**src/rtl/ram_sp_responder_if.sv**
```systemverilog
`default_nettype none
// ---------------------------------------------------------------------------
// ram_sp_responder_if : controller <-> RAM responder address/data bus
// Rev 1.0
// ---------------------------------------------------------------------------
interface ram_sp_responder_if #(
  parameter int DATA_W = 8,
  parameter int ADDR_W = 8
);
  logic              wren;
  logic              rden;
  logic [ADDR_W-1:0] addr;
  logic [DATA_W-1:0] data_in;
  logic [DATA_W-1:0] q;
  logic              rd_valid;
  logic              init_done;

  modport master (
    output wren, rden, addr, data_in,
    input  q, rd_valid, init_done
  );

  modport slave (
    input  wren, rden, addr, data_in,
    output q, rd_valid, init_done
  );
endinterface
`default_nettype wire

```
**src/rtl/ram_sp_responder.sv**
```systemverilog
`default_nettype none
// ---------------------------------------------------------------------------
// ram_sp_responder : single-port RAM, 1-cycle registered read, ramp self-init
// Rev 1.0
// ---------------------------------------------------------------------------
module ram_sp_responder #(
  parameter int DATA_W    = 8,
  parameter int ADDR_W    = 8,
  parameter int DEPTH     = 256,
  parameter int INIT_STEP = 1
) (
  input  logic                sys_clk,
  input  logic                rst_n,
  ram_sp_responder_if.slave   bus
);

  typedef enum logic [0:0] {
    S_INIT  = 1'b0,
    S_READY = 1'b1
  } state_t;

  localparam logic [ADDR_W:0]   C_LAST = (ADDR_W+1)'(DEPTH - 1);
  localparam logic [DATA_W-1:0] C_STEP = DATA_W'(INIT_STEP);

  logic [DATA_W-1:0] mem [DEPTH];

  state_t            state_q, state_d;
  logic [ADDR_W:0]   init_ptr_q, init_ptr_d;
  logic [DATA_W-1:0] q_q, q_d;
  logic              rd_valid_q, rd_valid_d;
  logic              init_done_q, init_done_d;

  logic              mem_we;
  logic [ADDR_W-1:0] mem_waddr;
  logic [DATA_W-1:0] mem_wdata;
  logic              addr_ok;

  assign addr_ok = (32'(bus.addr) < 32'(DEPTH));

  always_comb begin
    state_d     = state_q;
    init_ptr_d  = init_ptr_q;
    q_d         = q_q;
    rd_valid_d  = 1'b0;
    init_done_d = init_done_q;
    mem_we      = 1'b0;
    mem_waddr   = bus.addr;
    mem_wdata   = bus.data_in;
    case (state_q)
      S_INIT: begin
        // Truncating both factors first keeps the low DATA_W bits exact.
        mem_we     = 1'b1;
        mem_waddr  = init_ptr_q[ADDR_W-1:0];
        mem_wdata  = DATA_W'(init_ptr_q) * C_STEP;
        init_ptr_d = init_ptr_q + 1'b1;
        q_d        = '0;
        if (init_ptr_q == C_LAST) begin
          state_d     = S_READY;
          init_done_d = 1'b1;
        end
      end
      S_READY: begin
        if (bus.wren) begin
          mem_we = addr_ok;
          if (bus.rden) begin
            q_d        = bus.data_in;
            rd_valid_d = 1'b1;
          end
        end else if (bus.rden) begin
          q_d        = addr_ok ? mem[bus.addr] : '0;
          rd_valid_d = 1'b1;
        end
      end
      default: state_d = S_INIT;
    endcase
  end

  always_ff @(posedge sys_clk or negedge rst_n) begin
    if (!rst_n) begin
      state_q     <= S_INIT;
      init_ptr_q  <= '0;
      q_q         <= '0;
      rd_valid_q  <= 1'b0;
      init_done_q <= 1'b0;
    end else begin
      state_q     <= state_d;
      init_ptr_q  <= init_ptr_d;
      q_q         <= q_d;
      rd_valid_q  <= rd_valid_d;
      init_done_q <= init_done_d;
    end
  end

  // Storage has no reset; contents come only from the sweep and later writes.
  always_ff @(posedge sys_clk) begin
    if (mem_we) begin
      mem[mem_waddr] <= mem_wdata;
    end
  end

  assign bus.q         = q_q;
  assign bus.rd_valid  = rd_valid_q;
  assign bus.init_done = init_done_q;

endmodule
`default_nettype wire
```
**src/flat_wrapper.sv**
```systemverilog
// flat-port wrapper written by rule: the top's interface ports become plain ports
module ram_sp_responder_flat 
#(
  parameter int DATA_W    = 8,
  parameter int ADDR_W    = 8,
  parameter int DEPTH     = 256,
  parameter int INIT_STEP = 1
)
  (sys_clk, rst_n, bus_wren, bus_rden, bus_addr, bus_data_in, bus_q, bus_rd_valid, bus_init_done);
  ram_sp_responder_if #(.DATA_W(DATA_W), .ADDR_W(ADDR_W)) bus_i ();
  input  logic sys_clk;
  input  logic rst_n;
  input wire logic [$bits(bus_i.wren)-1:0] bus_wren;
  input wire logic [$bits(bus_i.rden)-1:0] bus_rden;
  input wire logic [$bits(bus_i.addr)-1:0] bus_addr;
  input wire logic [$bits(bus_i.data_in)-1:0] bus_data_in;
  output wire logic [$bits(bus_i.q)-1:0] bus_q;
  output wire logic [$bits(bus_i.rd_valid)-1:0] bus_rd_valid;
  output wire logic [$bits(bus_i.init_done)-1:0] bus_init_done;
  assign bus_i.wren = bus_wren;
  assign bus_i.rden = bus_rden;
  assign bus_i.addr = bus_addr;
  assign bus_i.data_in = bus_data_in;
  assign bus_q = bus_i.q;
  assign bus_rd_valid = bus_i.rd_valid;
  assign bus_init_done = bus_i.init_done;
  ram_sp_responder #(.DATA_W(DATA_W), .ADDR_W(ADDR_W), .DEPTH(DEPTH), .INIT_STEP(INIT_STEP)) u_core (.sys_clk(sys_clk), .rst_n(rst_n), .bus(bus_i));
endmodule
```
**config.mk**
```make
export PLATFORM = sky130hd
export DESIGN_NAME = ram_sp_responder_flat
export DESIGN_NICKNAME = d
export VERILOG_FILES = /design/src/rtl/ram_sp_responder_if.sv /design/src/rtl/ram_sp_responder.sv /design/src/flat_wrapper.sv
export SDC_FILE = /design/constraint.sdc
export NUM_CORES = 2
export LEC_CHECK = 0
export ABC_AREA = 1
export BUFFER_PORTS_ARGS = -buffer_cell sky130_fd_sc_hd__buf_2
export CAP_MARGIN = 20
export CORE_AREA = 2 2 394 396
export CTS_BUF_LIST = sky130_fd_sc_hd__clkbuf_16
export CTS_CLUSTER_SIZE = 24
export DETAILED_ROUTE_END_ITERATION = 10
export DIE_AREA = 0 0 396 398
export PLACE_DENSITY_LB_ADDON = 0.1
export SYNTH_ARGS = -nofsm -noshare
export SYNTH_HDL_FRONTEND = slang
export SYNTH_SLANG_ARGS = --single-unit
export TNS_END_PERCENT = 50
```
**constraint.sdc**
```tcl
create_clock -name sys_clk -period 16.5 [get_ports sys_clk]
set_input_delay 2.475 -clock sys_clk [delete_from_list [all_inputs] [get_ports sys_clk]]
set_output_delay 2.475 -clock sys_clk [all_outputs]
set_load 0.05 [all_outputs]
```
==> results.yml <==
sta:
  final-hold-violation-count: 0
  maxSlewViolCount: 0
  final_worst_path_period_need_ns: 6.44
  slew-limit-headroom: 0.231
  final-setup-viol-count: 0
  skew_ns: 0.0331
  setup_tns_ns: 0
  fin_worst_hold_slack_ns: 0.491
  final_min_period_over_clock_period: 0.391
  maxClockFrequency_ghz: 0.155
  max_slew.worst_pin.slew_ns: 1.15
  rsz0062_at_grt: "false"
critical_path:
  critical_path.max_stage_delay_ns: 0.91
  worstSetupPathType: "input port to flop"
  worst_path_most_repeated_cell: "sky130_fd_sc_hd__nand3_1"
  path_max_fanout: 78
  kind_of_start_point_of_the_critical_path: "input port"
  worst-endpoint-arrival_ns: 7.23
  critical-path-slowest-cell: "sky130_fd_sc_hd__buf_4"
  crit_path_cell_trace: "buf_8 > inv_8 > buf_4 > buf_4 > buf_4 > nand3_1 > nand3_1 > nand3_1 > nand3_1 > nand3_1 > nand3_1 > nand2_1 > nand2_1 > nand2_1 > nand2_1"
  crit_required_ns: 17.28
  reg2reg_setup_slack_ns: 11.75
  worst_setup_path_end_kind: "flop"
layout:
  area_growth_syn_to_layout_pct: 9.29
  multi_input_area_sq_mm: 0.0197
  layout-drive-gt1-share: 0.0603
  seq_area_sq_mm: 0.0620
  final_net_count: 6934
  layout.filler_cells: 12200
  post_route_standard_cell_area_excluding_fillers_sq_mm: 0.0918
clock_tree:
  tritoncts: "done"
  cts-buffers-inserted: 204
  sink_count: 2068
  cts_hold_buffers: 0
  max-clock-path-buffers: 3
  clkLatencyLatePin_ns: 0.85
  cts-htree-levels: 4
  cts-resized-gates: 0
  cts.root.buffer_cell: "sky130_fd_sc_hd__clkbuf_16"
  post-cts-setup-buffers: 0
  clkSlewWorstSetupHoldPaths_ns: 0.06
power_and_ir_drop:
  clock_power_share: 0.420
  seq_power_share: 0.531
  p_int_mw: 8.34
  leakage_nw: 31.0
  power.share.switching: 0.221
  share_comb_of_total_power: 0.049
  p_per_area_mw_per_mm2: 117
  net_sw_power_mw: 2.37
  worst_ir_drop_vdd_v: 0.0000935
yosys:
  synth.largest_area_cell: "sky130_fd_sc_hd__edfxtp_1"
  synth_ff_type: "sky130_fd_sc_hd__edfxtp_1"
  synth_area_leaders: "sky130_fd_sc_hd__edfxtp_1 73%, sky130_fd_sc_hd__nand3_1 12%, sky130_fd_sc_hd__nand2_1 9.5%, sky130_fd_sc_hd__buf_2 1.8%, sky130_fd_sc_hd__nor2_1 1.2%"
  postSynthRegisterBits: 2068
  synth.yosys.warnings: 0
  yosys.area.top_type_share: 0.733
  post_synth_top_cells: "2126 x sky130_fd_sc_hd__nand2_1, 2048 x sky130_fd_sc_hd__edfxtp_1, 2041 x sky130_fd_sc_hd__nand3_1"
  synth_fp_nets: 7099
  synth.lib_cells_used.distinct: 28
  number_of_instances_in_the_synthesized_netlist: 7077
  synth-edff-count: 2048
  yosys.cell_count.top_type: "sky130_fd_sc_hd__nand2_1"
  ys_seq_area_frac: 0.738
  post_synth.cell_area_avg_sq_um: 11.9
  async_sr_flop_fraction: 0.00967
  synth_area_sq_mm: 0.0840
detailed_routing:
  postRouteAntennaNets: 0
  drc: 0
  vias_per_cell: 6.01
  first_pass_iters: 6
  dr.first_iter.drc_count: 7497
  num_vias: 54800
  post_drt_wl_per_cell_um: 25.4
  routed_wl_um: 232000
min_path:
  hold_path.class: "flop to flop"
die:
  die_y_um: 398
  initial_utilization: 0.548
  die_area_sq_mm: 0.158
  rows: 144
  i_o_pin_cnt: 30
  die_width_um: 396
  core_outline_area_sq_mm: 0.153
global_routing:
  grt_pass1_wl_um: 343000
  antenna_found_initial: 7
  grt_start_max_net_pins: 201
  grt_util_all_layers: 0.293
  first_global_vias: 51700
  grt_most_used_layer: "met2"
  grt_use_met1: 0.429
  grt_overflow_total: 0
  grtUsageMet3: 0.0623
  use_met2: 0.442
placed_design:
  finalWeightedCongestion: 0.863
  io_port_bufs: 29
  place_hpwl_um: 127000
  total_placed_instance_area_sq_mm: 0.0853
flow_run:
  timing.max_cap.violations: 0
run_status:
  status: "complete, no violations"
==> final timing paths <==
check / startpoint / to / depth (start not counted)
setup / recovery: bus_addr[2] / u_core.bus.q[1] / 15
hold / removal: u_core.init_ptr_q[6] / u_core.init_ptr_q[6] / 1
setup reg to reg: u_core.state_q / u_core.mem[245][3] / 7
hold reg to reg: u_core.init_ptr_q[6] / u_core.init_ptr_q[6] / 1
max in group asynchronous: rst_n / u_core.init_ptr_q[4] / 1
min in group asynchronous: rst_n / u_core.bus.rd_valid / 1
==> area by class of cell <==
class,instances,share of cell area
flip-flops and latches,2068,0.676
multi-input cells,4486,0.214
clock buffers,207,0.0565
well taps,2044,0.0279
clock inverters,166,0.0135
repair buffers,115,0.0102
inverters,37,0.00188
diodes,2,0.0000545
==> cells in the final DEF (no fill, tap or decap), drive strengths merged, types with 9 or more instances in the layout <==
| master | n |
|---|---|
| inv | 90 |
| a21oi | 13 |
| clkbuf | 207 |
| nor2 | 277 |
| bufinv | 16 |
| buf | 115 |
| o21ai | 9 |
| nand2 | 2126 |
| nand3 | 2041 |
| clkinv | 91 |
| edfxtp | 2048 |
| dfrtp | 20 |
==> power groups by stage <==
stage | Clock [mW] | Sequential (mW) | Combinational (mW)
floorplan | 0 | 5.79 | 0.350
global placement | 0 | 5.79 | 0.511
detailed placement | 0 | 5.79 | 0.513
CTS | 4.54 | 5.68 | 0.515
global route | 4.73 | 5.68 | 0.567
finish | 4.50 | 5.68 | 0.521
==> flip-flops by register name (all words and copies together), names as in the netlist <==
name / flops
u_core.bus.rd_valid: 1
u_core.init_ptr_q: 9
u_core.bus.init_done: 1
u_core.mem: 2048
u_core.bus.q: 8
u_core.state_q: 1
==> stage by stage <==
stage               cells  total power [mW]  utilization  setup slack (ns)
detailed placement   8750              6.31        0.557              9.32
global placement     8750              6.30        0.557              9.35
finish               9125              10.7        0.598             10.06
floorplan            7077              6.14            -              1.89
CTS                  9123              10.7        0.598             10.24
global route         9123              11.0        0.598              9.90
==> routing by layer <==
layer	routed length, um	share of wire	vias to the layer above
li1	-	-	24800
met1	96800	0.42	27100
met2	106000	0.46	2540
met3	22800	0.098	352
met4	6680	0.029	6
met5	36	0.00016	-
==> cell families after synthesis <==
logic type	synth area share
and+or+nand+nor	0.230
DFF	0.738
AOI/OAI and AO/OA	0.00192
xor gates and xnor gates	0.000522
adders and majority gates	0.000298
buffers and inverters	0.0291
==> critical path, delay by kind of cell <==
| kind | cells | cell delay, ns |
|---|---|---|
| simple gates | 10 | 1.48 |
| buf+inv | 5 | 3.06 |
Power figures use the tool's default switching activity.
